===== config.mk =====
export PLATFORM = sky130hd
export DESIGN_NAME = input_sprite_reader
export DESIGN_NICKNAME = d
export VERILOG_FILES = /design/src/rtl/sprite_pkg.sv /design/src/rtl/sprite_window_calc.sv /design/src/rtl/input_sprite_reader.sv
export SDC_FILE = /design/constraint.sdc
export NUM_CORES = 1
export LEC_CHECK = 0
export ABC_AREA = 1
export CELL_PAD_IN_SITES_DETAIL_PLACEMENT = 0
export CELL_PAD_IN_SITES_GLOBAL_PLACEMENT = 2
export CORE_MARGIN = 2
export CORE_UTILIZATION = 27
export DETAILED_ROUTE_END_ITERATION = 10
export PLACE_DENSITY = 0.84
export SLEW_MARGIN = 20
export SYNTH_ARGS = -nofsm -noshare
export SYNTH_HDL_FRONTEND = slang
export SYNTH_SLANG_ARGS = --single-unit

===== constraint.sdc =====
create_clock -name clk -period 2.45 [get_ports clk]
set_input_delay 0.3675 -clock clk [delete_from_list [all_inputs] [get_ports clk]]
set_output_delay 0.3675 -clock clk [all_outputs]
set_load 0.005 [all_outputs]

===== src/rtl/sprite_pkg.sv =====
// Shared constants and types for the input-viewer sprite readers.
// The mixer uses SPR_LAT to line up its other layers with sprite pixels.
package sprite_pkg;

    localparam int SPR_W   = 584;   // sprite width in pixels
    localparam int SPR_H   = 167;   // sprite height in rows
    localparam int COLOR_W = 12;    // RGB444
    localparam int ROW_W   = 8;     // ROM row address width
    localparam int COL_W   = 10;    // ROM column address width
    localparam int SPR_LAT = 3;     // pix_x/pix_y -> pixel_out latency in clocks

    typedef logic [COLOR_W-1:0] rgb444_t;

    // ROM colour that is treated as "no paint here".
    localparam rgb444_t COLOR_KEY = 12'h000;

    // True when a ROM colour should be painted rather than treated as transparent.
    function automatic logic color_is_solid(input rgb444_t c);
        return (c != COLOR_KEY);
    endfunction

endpackage


===== src/rtl/sprite_window_calc.sv =====
// Combinational sprite window test: the pixel position relative to the sprite
// origin, checked against the sprite bounds. There is no wrap-around. A pixel
// left of or above the origin gives a negative difference, bit 10 is set, and
// the pixel is a miss.
import sprite_pkg::*;

module sprite_window_calc (
    input  logic [9:0]       pix_x,
    input  logic [9:0]       pix_y,
    input  logic [9:0]       org_x,
    input  logic [9:0]       org_y,
    input  logic             pix_valid,
    output logic             hit,
    output logic [ROW_W-1:0] row,
    output logic [COL_W-1:0] col
);

    logic [10:0] dx_s;
    logic [10:0] dy_s;
    logic        in_x_s;
    logic        in_y_s;

    // Offset from the sprite origin, bounds check, and ROM row/col (zeroed on a miss).
    always_comb begin
        dx_s   = {1'b0, pix_x} - {1'b0, org_x};
        dy_s   = {1'b0, pix_y} - {1'b0, org_y};
        in_x_s = ~dx_s[10] & (dx_s < 11'(SPR_W));
        in_y_s = ~dy_s[10] & (dy_s < 11'(SPR_H));
        hit    = pix_valid & in_x_s & in_y_s;
        if (hit) begin
            row = dy_s[ROW_W-1:0];
            col = dx_s[COL_W-1:0];
        end else begin
            row = {ROW_W{1'b0}};
            col = {COL_W{1'b0}};
        end
    end

endmodule


===== src/rtl/input_sprite_reader.sv =====
// Read-side client of one button glyph's fill/outline sprite ROMs.
// Stage A registers the shared ROM address and the window hit. The ROMs then
// add one clock. The output stage composites fill over outline, using the
// button state latched at the start of the frame. Latency is 3 clocks, with
// one pixel per clock.
import sprite_pkg::*;

module input_sprite_reader (
    input  logic               clk,
    input  logic               rst_n,
    input  logic [9:0]         pix_x,
    input  logic [9:0]         pix_y,
    input  logic               pix_valid,
    input  logic               frame_start,
    input  logic [9:0]         sprite_x,
    input  logic [9:0]         sprite_y,
    input  logic               btn_pressed,
    output logic [ROW_W-1:0]   rom_row,
    output logic [COL_W-1:0]   rom_col,
    input  logic [COLOR_W-1:0] fill_color,
    input  logic [COLOR_W-1:0] outline_color,
    output logic               out_valid,
    output logic               out_opaque,
    output logic [COLOR_W-1:0] pixel_out
);

    // Frame shadow registers
    logic [9:0]         sx_q, sx_d;
    logic [9:0]         sy_q, sy_d;
    logic               pressed_q, pressed_d;

    // Stage A
    logic [ROW_W-1:0]   rom_row_q, rom_row_d;
    logic [COL_W-1:0]   rom_col_q, rom_col_d;
    logic               valid_a_q, valid_a_d;
    logic               hit_a_q, hit_a_d;

    // ROM stage alignment
    logic               valid_b_q, valid_b_d;
    logic               hit_b_q, hit_b_d;

    // Output stage
    logic               out_valid_q, out_valid_d;
    logic               out_opaque_q, out_opaque_d;
    logic [COLOR_W-1:0] pixel_out_q, pixel_out_d;

    logic               win_hit_s;
    logic [ROW_W-1:0]   win_row_s;
    logic [COL_W-1:0]   win_col_s;
    logic               fill_on_s;
    logic               line_on_s;

    sprite_window_calc u_window (
        .pix_x     (pix_x),
        .pix_y     (pix_y),
        .org_x     (sx_q),
        .org_y     (sy_q),
        .pix_valid (pix_valid),
        .hit       (win_hit_s),
        .row       (win_row_s),
        .col       (win_col_s)
    );

    // Latch sprite position and button state only at frame start, so the glyph never tears mid-frame.
    always_comb begin
        sx_d      = sx_q;
        sy_d      = sy_q;
        pressed_d = pressed_q;
        if (frame_start) begin
            sx_d      = sprite_x;
            sy_d      = sprite_y;
            pressed_d = btn_pressed;
        end else begin
            sx_d      = sx_q;
            sy_d      = sy_q;
            pressed_d = pressed_q;
        end
    end

    // Stage A (ROM address and window hit) and the ROM-latency alignment stage.
    always_comb begin
        rom_row_d = win_row_s;
        rom_col_d = win_col_s;
        valid_a_d = pix_valid;
        hit_a_d   = win_hit_s;
        valid_b_d = valid_a_q;
        hit_b_d   = hit_a_q;
    end

    // Composite fill over outline. Fill is painted only while the latched button is pressed.
    always_comb begin
        fill_on_s    = hit_b_q & pressed_q & color_is_solid(fill_color);
        line_on_s    = hit_b_q & color_is_solid(outline_color);
        out_valid_d  = valid_b_q;
        out_opaque_d = fill_on_s | line_on_s;
        if (fill_on_s) begin
            pixel_out_d = fill_color;
        end else if (line_on_s) begin
            pixel_out_d = outline_color;
        end else begin
            pixel_out_d = {COLOR_W{1'b0}};
        end
    end

    // Pipeline and shadow state. Async reset clears everything, including the shadow registers.
    always_ff @(posedge clk or negedge rst_n) begin
        if (!rst_n) begin
            sx_q         <= 10'd0;
            sy_q         <= 10'd0;
            pressed_q    <= 1'b0;
            rom_row_q    <= {ROW_W{1'b0}};
            rom_col_q    <= {COL_W{1'b0}};
            valid_a_q    <= 1'b0;
            hit_a_q      <= 1'b0;
            valid_b_q    <= 1'b0;
            hit_b_q      <= 1'b0;
            out_valid_q  <= 1'b0;
            out_opaque_q <= 1'b0;
            pixel_out_q  <= {COLOR_W{1'b0}};
        end else begin
            sx_q         <= sx_d;
            sy_q         <= sy_d;
            pressed_q    <= pressed_d;
            rom_row_q    <= rom_row_d;
            rom_col_q    <= rom_col_d;
            valid_a_q    <= valid_a_d;
            hit_a_q      <= hit_a_d;
            valid_b_q    <= valid_b_d;
            hit_b_q      <= hit_b_d;
            out_valid_q  <= out_valid_d;
            out_opaque_q <= out_opaque_d;
            pixel_out_q  <= pixel_out_d;
        end
    end

    assign rom_row    = rom_row_q;
    assign rom_col    = rom_col_q;
    assign out_valid  = out_valid_q;
    assign out_opaque = out_opaque_q;
    assign pixel_out  = pixel_out_q;

endmodule


Word-level counts from Yosys, hierarchy flattened
Index checks and enable logic that the tools add are counted.
Word-level totals
  bits in registers: 57
  bits of input ports: 69
  word-level logic and storage cells: 32
Operators by class
  add/subtract/negate cells: 2
  magnitude comparators: 2
  multiplexer cells: 4
  bitwise gates (word level): 10
  reductions and logical operators: 2
Operators by type and width (count)
  12-bit two-way mux: 2
  12-bit nonzero test: 2
  10-bit by 10-bit subtractor with 11-bit output: 2
  11-bit by 10-bit less-than comparator with 1-bit output (second input constant): 1
  11-bit by 8-bit less-than comparator with 1-bit output (second input constant): 1
  10-bit two-way mux: 1
  8-bit two-way mux: 1
  1-bit AND: 7
  1-bit NOT: 2
  1-bit OR: 1

Longest topological paths before layout
  depth in word-level cells: 6
  depth in mapped cells: 15
  mapped depth without buffers: 14

Hierarchy
Synthesis repeated with hierarchy kept, for this count alone.
Second synthesis, totals
  cells, all modules: 404
  area, all modules: 3440.8 sq um
By module, submodules not included
  input_sprite_reader: times used 1, cells each 143, area each 1999.4 sq um
  sprite_window_calc: times used 1, cells each 261, area each 1441.4 sq um

Worst setup path before layout
Ideal clock, no wire load.
  kind: input to register
  start point: input pix_x[0]
  end point: register rom_col_q[2], in the netlist rom_col[2]
  library setup time: 0.124 ns
  arrival: 1.914 ns
  slack: 0.412 ns
  cell stages on the path: 13
  path buffers: 1
  cell sequence: inv_1 > ha_1 > inv_1 > fa_1 > nand3_1 > nand2_1 > nand2_1 > nand3_1 > nand2_2 > nor2_2 > a21oi_4 > buf_8 > nor3_2
On the way
  cells in the longest elaborated chain, start to end: 6
  elaborated cells between the ends (all ways): 7
  classes of those cells: add/sub: 1; order compare: 1; mux: 1; bitwise: 4
Ends and longest elaborated chain
  from (decl): line input_sprite_reader.sv:11  | input logic [9:0] pix_x,
  10-bit by 10-bit subtractor with 11-bit output *: line sprite_window_calc.sv:25  | dx_s = {1'b0, pix_x} - {1'b0, org_x};
  11-bit by 10-bit less-than comparator with 1-bit output / 1-bit NOT (equally long branches): line sprite_window_calc.sv:27  | in_x_s = ~dx_s[10] & (dx_s < 11'(SPR_W));
  1-bit AND: line sprite_window_calc.sv:27
  1-bit AND (2 in series): line sprite_window_calc.sv:29  | hit = pix_valid & in_x_s & in_y_s;
  10-bit two-way mux *: line sprite_window_calc.sv:30  | if (hit) begin
  net rom_col_d[2]: line input_sprite_reader.sv:34  | logic [COL_W-1:0] rom_col_q, rom_col_d;
  to (signal assigned): line input_sprite_reader.sv:112  | rom_col_q <= {COL_W{1'b0}};
  to (signal assigned): line input_sprite_reader.sv:125  | rom_col_q <= rom_col_d;
  to (decl): line input_sprite_reader.sv:34
Mark *: on every way through the listed nets, which the timed path passes. The rest lies on a longest branch.
A chain may end at the register's enable or synchronous reset.

Worst setup path in the final report
  start point: input pix_y[0]
  end point: register rom_row_q[3], in the netlist rom_row[3]
On the way
  cells in the longest elaborated chain, start to end: 5
  elaborated cells between the ends (all ways): 6
  classes of those cells: add/sub: 1; order compare: 1; mux: 1; bitwise: 3
Ends and longest elaborated chain
  from (decl): line input_sprite_reader.sv:12  | input logic [9:0] pix_y,
  10-bit by 10-bit subtractor with 11-bit output *: line sprite_window_calc.sv:26  | dy_s = {1'b0, pix_y} - {1'b0, org_y};
  11-bit by 8-bit less-than comparator with 1-bit output / 1-bit NOT (equally long branches): line sprite_window_calc.sv:28  | in_y_s = ~dy_s[10] & (dy_s < 11'(SPR_H));
  1-bit AND: line sprite_window_calc.sv:28
  1-bit AND: line sprite_window_calc.sv:29
  8-bit two-way mux *: line sprite_window_calc.sv:30
  net rom_row_d[3]: line input_sprite_reader.sv:33  | logic [ROW_W-1:0] rom_row_q, rom_row_d;
  to (signal assigned): line input_sprite_reader.sv:111  | rom_row_q <= {ROW_W{1'b0}};
  to (signal assigned): line input_sprite_reader.sv:124  | rom_row_q <= rom_row_d;
  to (decl): line input_sprite_reader.sv:33
Marks and branches as above.

==> qor.yml <==
totalNegativeSetupSlack_ns: 0
finalMaxSlewViolations: 0
postLayoutSetupSlackWorst_ns: 0.1574
worst_slew_pin_slew_ns: 0.6825
ir_worst_vdd_mv: 0.2170
post-route-drc-count: 0
clk-insertion-delay-late_ns: 0.32
initial_utilization: 0.2766
syn-instance-count: 412
grt_start_max_net_pins: 40
chipHeight_microns: 114.9
finalClockSkew_ns: 0.007587
antenna_found_initial: 0
setup_viol: 0
ys.warnings.count: 0
power-per-cell-area_nw_per_um2: 612.6
timing.setup.critical_path_class: "primary input to flip-flop"
utilization: 0.4169
worstPathMaxFanout: 5
die-area_sq_um: 13210
critical_path.endpoint_type: "flip-flop"
status: "finished clean"
clk_tree_root_cell: "sky130_fd_sc_hd__clkbuf_16"
total_power_w: 0.003068
layout.nets: 634
net-switching-power_w: 0.0009433
critical_path_required_ns: 2.69
first_pass_iters: 4
core_area_sq_um: 12010
grt_pass1_vias: 2909
syn-num-nets: 503
critical_path.startpoint_type: "primary input"
final.min_clock_period_ns: 2.293
grt_first_pass_wirelength_mm: 13.97
area_growth_pct: 50.73
most_frequent_cp_cell: "sky130_fd_sc_hd__nand2_1"
vias_per_cell: 4.406
routabilityCongestion: 0.8131
seq_power_share: 0.327
min_period_over_period: 0.9358
cts_tree: "built"
cts-htree-levels: 3
highest_delay_cell_along_the_critical_path: "sky130_fd_sc_hd__fa_1"
globalRouteOverflowTotal: 0
maxCapViolCount: 0
dp.final_hpwl_mm: 6.779
post_syn_area_sq_um: 3322
final_hold_viol_count: 0
routed-via-count: 3062
post_route_cells_drive_above_1_share: 0.1442
max_stage_delay_ns: 0.42
die_width_microns: 114.9
clock_pin_slew_on_the_worst_setup_and_hold_paths_ns: 0.06
drt-total-wl_mm: 8.795
p_int_w: 0.002124
crit_path_cell_trace: "clkdlybuf4s50_1 -> inv_1 -> ha_1 -> inv_1 -> fa_1 -> nand3_1 -> nand3_2 -> nand2_1 -> nand2_1 -> nand2_1 -> nand3_1 -> nor2_4 -> nand3_4 -> buf_4 -> nor3_1"
p_leak_nw: 2.482
synth_cell_types: 30
core.rowCount: 40
synth_area_per_cell_sq_um: 8.063
numPortBuffers: 100
max_fclk_ghz: 0.4362
cts_max_path_buffers: 2
ant_nets: 0
cts_buffers: 9
grt_setup_unrepaired: "true"
ctsHoldBuffers: 0
whs_ns: 0.08553
power.switching_fraction: 0.3075
route.detailed.wl_per_inst_microns: 12.65
dr.first_iter.drc_count: 177
synth_seq_cells: 57
arrival_ns: 2.54
track_usage: 0.1358
num_antenna_cells: 0
clock_group_share_of_total_power: 0.382
rr_worst_depth: 13
synth-seq-area-share: 0.4294
hold_path.class: "primary input to asynchronous set/reset pin"
placement_setup_slack_ns: -0.3448
num_io_pins: 101
power.combinational.fraction: 0.291
timing.max_slew.rel_slack: 0.5450
clock-sinks: 57
[power by group through the flow]
stage,Combinational [W],Sequential (W),Clock (W)
after global placement,0.000837,0.00102,0
final,0.000892,0.00100,0.00117
after detailed placement,0.000847,0.00102,0
after global routing,0.00100,0.00101,0.00127
after CTS,0.000888,0.00100,0.00122
after floorplan,0.000492,0.00102,0
[worst paths after layout]
path                                 to  slack (ns)         from
max                          rom_row[3]        0.16     pix_y[0]
min                        pixel_out[6]        0.09        rst_n
max reg2reg                  rom_row[3]        0.32      sy_q[0]
min reg2reg                   out_valid        0.35  out_valid_d
max in group asynchronous    rom_row[7]        1.77        rst_n
min in group clk              out_valid        0.35  out_valid_d
[Yosys cell counts (all sizes together)]
master,instances,share of area
o21ai,30,0.045
mux2,3,0.010
fa,2,0.012
and2,1,0.0019
nand4,5,0.0094
inv,80,0.090
a21oi,10,0.021
nand2,108,0.13
dfrtp,57,0.43
nor3,18,0.041
xnor2,1,0.0026
buf,2,0.0079
xor2,2,0.0075
nor4,6,0.011
clkbuf,7,0.0079
nand3b,2,0.0045
nor2,17,0.024
o21bai,3,0.0079
nand3,38,0.064
ha,20,0.075
[cells in the final DEF (no fill, tap or decap), types with 2 or more instances in the layout]
master | synthesis | final
sky130_fd_sc_hd__a21oi_1 | 7 | 7
sky130_fd_sc_hd__a21oi_2 | 2 | 2
sky130_fd_sc_hd__buf_12 | 0 | 4
sky130_fd_sc_hd__buf_4 | 0 | 24
sky130_fd_sc_hd__clkbuf_16 | 0 | 9
sky130_fd_sc_hd__clkdlybuf4s50_1 | 0 | 99
sky130_fd_sc_hd__clkinvlp_4 | 0 | 4
sky130_fd_sc_hd__dfrtp_1 | 57 | 57
sky130_fd_sc_hd__fa_1 | 2 | 2
sky130_fd_sc_hd__ha_1 | 20 | 20
sky130_fd_sc_hd__inv_1 | 80 | 80
sky130_fd_sc_hd__mux2_2 | 3 | 3
sky130_fd_sc_hd__nand2_1 | 101 | 101
sky130_fd_sc_hd__nand2_2 | 7 | 7
sky130_fd_sc_hd__nand3_1 | 35 | 35
sky130_fd_sc_hd__nand3_2 | 2 | 3
sky130_fd_sc_hd__nand3b_1 | 2 | 2
sky130_fd_sc_hd__nand4_1 | 5 | 5
sky130_fd_sc_hd__nor2_1 | 11 | 11
sky130_fd_sc_hd__nor2_2 | 6 | 5
sky130_fd_sc_hd__nor3_1 | 9 | 9
sky130_fd_sc_hd__nor3_2 | 9 | 9
sky130_fd_sc_hd__nor4_1 | 6 | 6
sky130_fd_sc_hd__o21ai_0 | 30 | 30
sky130_fd_sc_hd__o21bai_1 | 2 | 2
[critical path, delay by kind of cell]
| kind | cells | cell delay (ns) |
|---|---|---|
| buffers and inverters | 4 | 0.68 |
| adders and majority gates | 2 | 0.55 |
| and+or+nand+nor | 9 | 0.92 |
[stage by stage]
stage                     cells  area, sq um
final                       695         5007
after global routing        695         5007
after CTS                   692         4965
after detailed placement    674         4654
after global placement      674         4654
after floorplan             412         3322
[logic make-up (layout without fill, tap and decap cells)]
family | after synthesis | in the layout | synth area share
buffers and inverters | 89 | 224 | 0.1062
DFF | 57 | 57 | 0.4294
AOI/OAI and AO/OA | 43 | 43 | 0.07382
adders and majority gates | 22 | 22 | 0.08738
muxes | 3 | 3 | 0.01017
and+or+nand+nor | 195 | 196 | 0.2829
xor gates and xnor gates | 3 | 3 | 0.01017
[final cells by class]
type,count,area (sq um)
clock inverter,6,43.79
multi-input combinational,267,1558
clock buffer,10,239.0
sequential,57,1426
timing repair buffer,128,1256
inverter,80,300.3
fill,1209,7004
tap,147,183.9
[per-layer routing]
| metal | vias to the layer above | routed length [microns] | global-route usage |
|---|---|---|---|
| met5 | - | 0 | 0 |
| met4 | 0 | 98 | 0.04900 |
| met3 | 7 | 471 | 0.03321 |
| li1 | 1577 | - | - |
| met2 | 88 | 3868 | 0.2161 |
| met1 | 1390 | 4356 | 0.1801 |
[what timing repair did]
item / 4_1_cts / 5_1_grt
gates resized for setup: 0 / 1
pin swaps: 1 / 2
setup endpoints to repair: 3 / 13
cloned: 0 / 1
buffers inserted: 2 / 2
[flip-flops by register name, indices dropped and copies added (netlist names)]
signal	cells
pressed_q	1
sx_q	10
out_valid	1
out_valid_d	1
rom_row	8
sy_q	10
valid_a_q	1
hit_b_q	1
pixel_out	12
rom_col	10
out_opaque	1
hit_a_q	1
(Power assumes the default switching activity.)
